===== config.mk =====
export PLATFORM = sky130hd
export DESIGN_NAME = flexpad_scanner
export DESIGN_NICKNAME = d
export VERILOG_FILES = /design/src/rtl/flexpad_pkg.sv /design/src/rtl/flexpad_debounce.sv /design/src/rtl/flexpad_scanner.sv
export SDC_FILE = /design/constraint.sdc
export NUM_CORES = 1
export LEC_CHECK = 0
export BUFFER_PORTS_ARGS = -buffer_cell sky130_fd_sc_hd__buf_4
export CAP_MARGIN = 10
export CORE_MARGIN = 5
export CORE_UTILIZATION = 45
export DETAILED_ROUTE_END_ITERATION = 16
export PLACE_DENSITY_LB_ADDON = 0.08
export SLEW_MARGIN = 15
export SYNTH_ARGS = -nofsm -noshare
export SYNTH_HDL_FRONTEND = slang
export SYNTH_SLANG_ARGS = --single-unit

===== constraint.sdc =====
create_clock -name CLK -period 8.8 [get_ports CLK]
set_input_delay 0.88 -clock CLK [delete_from_list [all_inputs] [get_ports CLK]]
set_output_delay 0.88 -clock CLK [all_outputs]
set_load 0.02 [all_outputs]

===== src/rtl/flexpad_pkg.sv =====
// rtl/flexpad_pkg.sv - keypad geometry constants and key-index helpers
// Shared by flexpad_scanner and flexpad_debounce. No ports.
package flexpad_pkg;

  localparam int NUM_ROWS   = 4;
  localparam int NUM_COLS   = 3;
  localparam int NUM_KEYS   = 12;
  localparam int KEY_CODE_W = 4;

  typedef struct packed {
    logic                  single;  // exactly one bit set
    logic [KEY_CODE_W-1:0] index;   // position of the (highest) set bit
  } onehot_t;

  // Key code of the switch at (row, col): row*3 + col.
  function automatic logic [KEY_CODE_W-1:0] key_code(input logic [1:0] row,
                                                     input logic [1:0] col);
    return ({2'b00, row} * 4'd3) + {2'b00, col};
  endfunction

  // Reports whether a snapshot holds exactly one key, and which one.
  function automatic onehot_t onehot_index(input logic [NUM_KEYS-1:0] v);
    onehot_t     res;
    int unsigned n;
    res = '0;
    n   = 0;
    for (int i = 0; i < NUM_KEYS; i++) begin
      if (v[i]) begin
        n++;
        res.index = KEY_CODE_W'(i);
      end
    end
    res.single = (n == 1);
    return res;
  endfunction

endpackage


===== src/rtl/flexpad_debounce.sv =====
// rtl/flexpad_debounce.sv - full-snapshot debouncer for the keypad scanner
// Ports:
//   clk, rst   clock and synchronous active-high reset
//   scan_done  strobe, one cycle per completed 3-column scan
//   snapshot   12-bit pressed map of the scan that completes this cycle
//   stable     debounced pressed map (registered)
//   commit     high in the scan_done cycle where stable takes a new value
module flexpad_debounce
  import flexpad_pkg::*;
#(
  parameter int DEBOUNCE_SCANS = 4
) (
  input  logic                clk,
  input  logic                rst,
  input  logic                scan_done,
  input  logic [NUM_KEYS-1:0] snapshot,
  output logic [NUM_KEYS-1:0] stable,
  output logic                commit
);

  localparam int             CW      = $clog2(DEBOUNCE_SCANS + 1);
  localparam logic [CW-1:0]  CNT_MAX = CW'(DEBOUNCE_SCANS);

  logic [NUM_KEYS-1:0] candidate;
  logic [CW-1:0]       cnt;
  logic [CW-1:0]       cnt_next;

  // The candidate always becomes the newest snapshot, so the commit value is
  // the snapshot itself; cnt is the saturated length of the identical run.
  always_comb begin
    cnt_next = cnt;
    commit   = 1'b0;
    if (scan_done) begin
      if (snapshot != candidate) begin
        cnt_next = CW'(1);
      end else if (cnt != CNT_MAX) begin
        cnt_next = cnt + CW'(1);
      end
      commit = (cnt_next == CNT_MAX) && (snapshot != stable);
    end
  end

  always_ff @(posedge clk) begin
    if (rst) begin
      candidate <= '0;
      cnt       <= '0;
      stable    <= '0;
    end else if (scan_done) begin
      candidate <= snapshot;
      cnt       <= cnt_next;
      if (commit) begin
        stable <= snapshot;
      end
    end
  end

endmodule


===== src/rtl/flexpad_scanner.sv =====
// rtl/flexpad_scanner.sv - 3x4 keypad column scanner with debounced press events
// Ports:
//   CLK, RST    clock and synchronous active-high reset
//   KEYPAD_ROW  asynchronous pulled-up row inputs (0 = pressed in active column)
//   KEYPAD_COL  column drives, active column low
//   KEY_VALID   press event waiting in the one-entry buffer
//   KEY_CODE    key index row*3+col of the buffered event
//   KEY_READY   consumer accepts the buffered event
//   KEY_DOWN    at least one key held in the debounced state
//   OVERFLOW    sticky, an event was dropped because the buffer was full
module flexpad_scanner
  import flexpad_pkg::*;
#(
  parameter int SCAN_DIV       = 1024,
  parameter int DEBOUNCE_SCANS = 4
) (
  input  logic                  CLK,
  input  logic                  RST,
  input  logic [NUM_ROWS-1:0]   KEYPAD_ROW,
  output logic [NUM_COLS-1:0]   KEYPAD_COL,
  output logic                  KEY_VALID,
  output logic [KEY_CODE_W-1:0] KEY_CODE,
  input  logic                  KEY_READY,
  output logic                  KEY_DOWN,
  output logic                  OVERFLOW
);

  localparam int            DW         = $clog2(SCAN_DIV);
  localparam logic [DW-1:0] DWELL_LAST = DW'(SCAN_DIV - 1);

  localparam logic [1:0] COL_0 = 2'd0;
  localparam logic [1:0] COL_2 = 2'd2;

  logic [NUM_ROWS-1:0] row_meta;
  logic [NUM_ROWS-1:0] row_sync;
  logic [DW-1:0]       dwell;
  logic [1:0]          col;
  logic [1:0]          col_next;
  logic [NUM_KEYS-1:0] snapshot;
  logic [NUM_KEYS-1:0] snap_full;
  logic [NUM_KEYS-1:0] stable;
  logic                dwell_end;
  logic                scan_done;
  logic                commit;
  logic                press_event;
  logic                transfer;
  onehot_t             hit;

  assign dwell_end = (dwell == DWELL_LAST);
  assign scan_done = dwell_end && (col == COL_2);
  assign col_next  = (col == COL_2) ? COL_0 : col + 2'd1;
  assign transfer  = KEY_VALID && KEY_READY;

  // Snapshot including this cycle's samples, so the column-2 bits taken on
  // the scan-complete cycle reach the debouncer without an extra scan delay.
  always_comb begin
    snap_full = snapshot;
    if (dwell_end) begin
      for (int r = 0; r < NUM_ROWS; r++) begin
        snap_full[key_code(2'(r), col)] = ~row_sync[r];
      end
    end
  end

  flexpad_debounce #(
    .DEBOUNCE_SCANS(DEBOUNCE_SCANS)
  ) u_debounce (
    .clk      (CLK),
    .rst      (RST),
    .scan_done(scan_done),
    .snapshot (snap_full),
    .stable   (stable),
    .commit   (commit)
  );

  // Only a transition from nothing held to a single key is a press; releases,
  // chords and keys added under a held key are silent.
  assign hit         = onehot_index(snap_full);
  assign press_event = commit && (stable == '0) && hit.single;

  always_ff @(posedge CLK) begin
    if (RST) begin
      row_meta   <= '1;
      row_sync   <= '1;
      dwell      <= '0;
      col        <= COL_0;
      KEYPAD_COL <= 3'b110;
      snapshot   <= '0;
      KEY_VALID  <= 1'b0;
      KEY_CODE   <= '0;
      KEY_DOWN   <= 1'b0;
      OVERFLOW   <= 1'b0;
    end else begin
      row_meta <= KEYPAD_ROW;
      row_sync <= row_meta;
      snapshot <= snap_full;

      if (dwell_end) begin
        dwell      <= '0;
        col        <= col_next;
        KEYPAD_COL <= ~(3'b001 << col_next);
      end else begin
        dwell <= dwell + DW'(1);
      end

      // Follow the value stable takes at this edge so KEY_DOWN and KEY_VALID
      // rise together.
      KEY_DOWN <= commit ? (|snap_full) : (|stable);

      if (press_event) begin
        if (!KEY_VALID || transfer) begin
          KEY_VALID <= 1'b1;
          KEY_CODE  <= hit.index;
        end else begin
          OVERFLOW <= 1'b1;
        end
      end else if (transfer) begin
        KEY_VALID <= 1'b0;
      end
    end
  end

endmodule


==> results of run 1 <==
-- repair_timing --
item	in CTS	in global routing
pin swaps	1	3
buffers inserted	2	4
setup endpoints to repair	1	6
gates resized for setup	0	21
-- state kept, by name, summed over array words and instances, names as in the netlist --
signal and flops:
snapshot 12, u_debounce.candidate 12, u_debounce.stable 12, dwell 10
KEY_CODE 4, row_meta 4, row_sync 4, KEYPAD_COL 3
u_debounce.cnt 3, col 2, KEY_DOWN 1, KEY_VALID 1
OVERFLOW 1
-- layout by cell type (no fill, tap or decap), types with 4 or more instances in the layout --
master / Yosys / layout
xnor2_1: 40 / 40
o21ai_0: 8 / 8
nor2_1: 61 / 61
xor2_1: 17 / 17
a211oi_1: 4 / 4
and3_1: 6 / 6
nand2b_1: 9 / 9
nand2_1: 72 / 72
xnor3_1: 5 / 5
or2_2: 12 / 12
o211ai_1: 6 / 6
mux2_2: 6 / 6
o21ai_1: 5 / 5
dfxtp_1: 69 / 67
buf_4: 1 / 40
nor3_1: 24 / 24
ha_1: 19 / 14
and2_1: 10 / 10
mux2i_1: 12 / 12
nand3b_1: 5 / 5
nor4_1: 11 / 11
o21a_1: 4 / 4
nor2b_1: 13 / 13
inv_1: 13 / 11
clkbuf_8: 0 / 9
o31ai_1: 11 / 11
nand3_1: 16 / 16
a21oi_1: 42 / 41
-- worst min path at each step --
stage	to
2_1_floorplan	row_sync[0]
3_3_place_gp	row_sync[3]
3_5_place_dp	row_sync[0]
4_1_cts	row_sync[0]
5_1_grt	row_sync[0]
6_report	row_sync[0]
-- stage by stage --
stage	TNS (ps)	hold slack (ps)	instance area (sq um)	util	power [mW]
2_1_floorplan	0	389	4830	-	0.334
3_3_place_gp	0	397	5160	0.495	0.339
3_5_place_dp	-27.9	396	5160	0.495	0.340
4_1_cts	0	419	5340	0.513	0.572
5_1_grt	-11.8	423	5480	0.526	0.589
6_report	0	415	5480	0.526	0.564
-- logic make-up (layout without fill, tap and decap cells) --
logic type,count (synthesis),in the layout
and+or+nand+nor,261,261
AOI/OAI and AO/OA,116,116
DFF,69,69
xor gates and xnor gates,65,65
buffers and inverters,41,72
muxes,24,24
adders and majority gates,20,20
-- power by group through the flow --
| stage | clock network [mW] | registers (mW) | logic (mW) |
|---|---|---|---|
| floorplan | 0 | 0.324 | 0.0104 |
| global placement | 0 | 0.325 | 0.0146 |
| detailed placement | 0 | 0.325 | 0.0148 |
| CTS | 0.239 | 0.318 | 0.0148 |
| global route | 0.253 | 0.319 | 0.0174 |
| finish | 0.231 | 0.318 | 0.0152 |
-- layer usage --
| metal | vias up | wire length (um) | share of wire |
|---|---|---|---|
| met1 | 2011 | 6250 | 0.49 |
| met5 | - | 0 | 0 |
| met2 | 81 | 5660 | 0.45 |
| met3 | 16 | 530 | 0.042 |
| met4 | 0 | 190 | 0.015 |
| li1 | 2157 | - | - |
-- cell type report --
class                   count  area, sq um
clock buffers              10          128
repair buffers             42          323
inverters                  14         52.6
fillers                  1012         4940
clock inverters             6         40.0
flip-flops and latches     69         1380
multi-input cells         486         3380
well taps                 136          170
==> metrics, run 1 <==
Die W 114 um; clock sinks 69; H-Tree Depth 3; vias in the first global route 3989; largest vdd supply drop 70.1 uV; worst reg2reg path endpoint KEY_CODE[1]; core box area 10400 sq um; vias 4265; Static Leak 2.28 nW; WL final 12600 um; Power Dens Cells 103 nW/um^2; fmax 121 MHz; Crit path required time 9050 ps; mean post-synth cell area 8.11 sq um; fin crit share 0.937; routing usage on met3 0.0308; dpl hpwl 9300 um; Std-Cell Rows 37; syn_nets 622; antenna violations before repair 0; CP Launch Type register; Root Driver clkbuf_8; Seq/Total Area, Yosys 0.286; Final setup viols 0; worst setup path category register to register; # nets final 648; Die ar. 12900 sq um; r2r worst-path depth 40; hold_sp row_meta[0]; slowest CP cell or4b_2; Logic pwr share 0.027; Critical Path Start dwell[0]; reg2reg start dwell[0]; P_int 423 uW; DRC 0; count leader, synth nand2_1; Worst Max-Slew Pin Slew 867 ps; Vias/cell 5.59; Synth Area in Adders 0.0513; aggregate global-route resource usage 0.199; fin. max-slew vios 0; CP Max Fanout 5; fraction of registers with async set/reset 0; area delta synth->final 13.4%; EDFF count, synth 0; sequential share of power 0.564; largest family of logic cells by synthesized area simple AND/OR/NAND/NOR gates; Simple-Gate Fraction of Synth Area 0.271; hold buffer count at CTS 0; first-pass GRT wire length 20600 um; clock power share 0.409; Synthesis Warnings 0; die height 114 um; Initial Util 0.464; post-synthesis mux area share 0.0557; #FFs+latches synth 69; number of DRC markers in iteration 0 267; crit path DAT 8500 ps; routed len/inst 16.5 um; setup slack at placement -27.9 ps; antenna cells 0; slowest stage delay, CP 620 ps; post-synthesis xor/xnor area fraction 0.141; Post-Synthesis Cells 596; Net Switching 141 uW; CP endpoint kind register; WHS Path Cells 1; Post-Layout Cell Count 763; Clock Tree Buf Depth 2; reg-to-reg slack, setup 550 ps; Top Ports 17; Inst Count DP 741; Unique masters post-synth 74; met2 global-route usage 0.305; Reg clk slew, reported paths 90 ps; Slew HR 0.418; Yosys top cell area share 0.286; Clock Latency Late Sink 360 ps; Main synth FF type dfxtp_1; Overflow after GRT 0; Detailed Routing Iterations Pass 1 5; buffer and inverter count on the worst path 3; largest net degree at the start of global routing 65; endpoints failing hold 0; outcome completed; layout cells sized above 1 0.169; post-route ant nets 0; Hold Path Class register to register; GRT busiest layer met2; synth top area cells dfxtp_1 (29%), xnor2_1 (7.3%), nand2_1 (5.6%); M1 GR Usage 0.282; gpl congestion 0.903; top post-synthesis cells by count nand2_1 (72), dfxtp_1 (69), nor2_1 (61); minimum clock period 8250 ps; Final WS setup 550 ps; final setup skew 14.5 ps; Synth Area in Compound Gates 0.160; CTS tree built; biggest area consumer among synthesized cells dfxtp_1; PortBufs 16; Setup crit end KEY_CODE[1]; Sw Ratio 0.250; Crit path depth 40; Cell Area, Synth 4830 sq um; clock buffer count from CTS 9; Max-Cap Viols 0; Worst path top cell family by delay adder cells
Power figures use the tool's default switching activity.
==> run 2, diff against run 1 <==
--- a/config.mk
+++ b/config.mk
@@ -11,6 +11,7 @@
 export CORE_UTILIZATION = 45
 export DETAILED_ROUTE_END_ITERATION = 16
 export PLACE_DENSITY_LB_ADDON = 0.08
+export RECOVER_POWER = 100
 export SLEW_MARGIN = 15
 export SYNTH_ARGS = -nofsm -noshare
 export SYNTH_HDL_FRONTEND = slang
==> metrics, run 2 (synthesis gave the netlist of run 1 again) <==
fmax 121 MHz; sequential share of power 0.564; dpl hpwl 9300 um; Die W 114 um; PortBufs 16; clock power share 0.409; CP Launch Type register; Logic pwr share 0.027; final setup skew 14.4 ps; fin. max-slew vios 0; final core occ 0.526; Clock Latency Late Sink 360 ps; Final setup viols 0; vias 4276; Setup Total Neg Slack 0 ps; P_int 423 uW; Initial Util 0.464; Die ar. 12900 sq um; clock buffer count from CTS 9; Net Switching 141 uW; routed len/inst 16.6 um; Hold Path Class register to register; endpoints failing hold 0; clock sinks 69; Static Leak 2.28 nW; commonest cells after routing, fill and taps aside nand2_1 (72), dfxtp_1 (67), nor2_1 (61); largest registers snapshot: 12 flops, u_debounce.candidate: 12 flops, u_debounce.stable: 12 flops; CP Max Fanout 5; H-Tree Depth 3; CTS tree built; Root Driver clkbuf_8; vias in the first global route 3989; reg-to-reg slack, setup 550 ps; slowest CP cell or4b_2; first-pass GRT wire length 20600 um; commonest non-fill, non-tap cell in the layout nand2_1; slowest stage delay, CP 620 ps; Vias/cell 5.60; crit path DAT 8510 ps; Sw Ratio 0.250; Max-Cap Viols 0; Worst Max-Slew Pin Slew 867 ps; Slew HR 0.418; # nets final 648; layout cells sized above 1 0.167; DRC 0; minimum clock period 8250 ps; Top Ports 17; Overflow after GRT 0; core box area 10400 sq um; fin crit share 0.938; Reg clk slew, reported paths 90 ps; die height 114 um; Crit path required time 9050 ps; area delta synth->final 13.4%; Detailed Routing Iterations Pass 1 5; Std-Cell Rows 37; aggregate global-route resource usage 0.199; outcome completed; largest vdd supply drop 70.1 uV; WL final 12600 um; Power Dens Cells 103 nW/um^2; worst setup path category register to register; hold buffer count at CTS 0; largest net degree at the start of global routing 65; antenna violations before repair 0; antenna cells 0; post-route ant nets 0; number of DRC markers in iteration 0 265; gpl congestion 0.903; Clock Tree Buf Depth 2; CP endpoint kind register
run 2: cell type report:
type,count,area [sq um]
flip-flops and latches,69,1380
multi-input cells,486,3380
inverters,14,52.6
fillers,1014,4940
clock buffers,10,128
well taps,136,170
clock inverters,6,40.0
repair buffers,42,319
run 2: worst paths after layout:
check | startpoint | end | depth (start not counted)
setup / recovery | dwell[0] | KEY_CODE[1] | 40
hold / removal | row_meta[0] | row_sync[0] | 1
setup reg to reg | dwell[0] | KEY_CODE[1] | 40
hold reg to reg | row_meta[0] | row_sync[0] | 1
run 2: power groups by stage:
stage | Sequential [mW] | Clock (mW) | Combinational [mW]
detailed placement | 0.325 | 0 | 0.0148
floorplan | 0.324 | 0 | 0.0104
CTS | 0.318 | 0.239 | 0.0148
global placement | 0.325 | 0 | 0.0146
global route | 0.319 | 0.253 | 0.0174
finish | 0.318 | 0.231 | 0.0152
run 2: worst max-delay path: cells and delay by family, from the launching register on:
family                   cells  cell delay (ps)
XOR/XNOR                     2              530
AO/OA/AOI/OAI                9             1430
buffers and inverters        3              310
AND/OR/NAND/NOR             14             2280
flip-flops                   1              370
adder cells (fa/ha/maj)      9             2380
multiplexers                 3              850
run 2: per-stage QoR:
| stage | instances | hold WS, ps | cell area (sq um) | worst slack (ps) | total power [mW] |
|---|---|---|---|---|---|
| floorplan | 596 | 389 | 4830 | 125 | 0.334 |
| global placement | 741 | 397 | 5160 | 219 | 0.339 |
| detailed placement | 741 | 396 | 5160 | -27.9 | 0.340 |
| CTS | 759 | 419 | 5340 | 5.29 | 0.572 |
| global route | 763 | 423 | 5480 | -11.8 | 0.589 |
| finish | 763 | 415 | 5480 | 546 | 0.564 |
run 2: per-layer routing:
| layer | vias to the layer above | wire, um | GRT usage |
|---|---|---|---|
| met5 | - | 0 | 0 |
| met3 | 16 | 535 | 0.0308 |
| met2 | 85 | 5660 | 0.305 |
| met4 | 0 | 190 | 0.0753 |
| met1 | 2018 | 6240 | 0.282 |
| li1 | 2157 | - | - |
run 2: timing repair:
action                     4_1_cts  5_1_grt
cloned                           0        0
setup endpoints to repair        1        6
pin swaps                        1        3
buffers inserted                 2        4
resized for setup                0       21
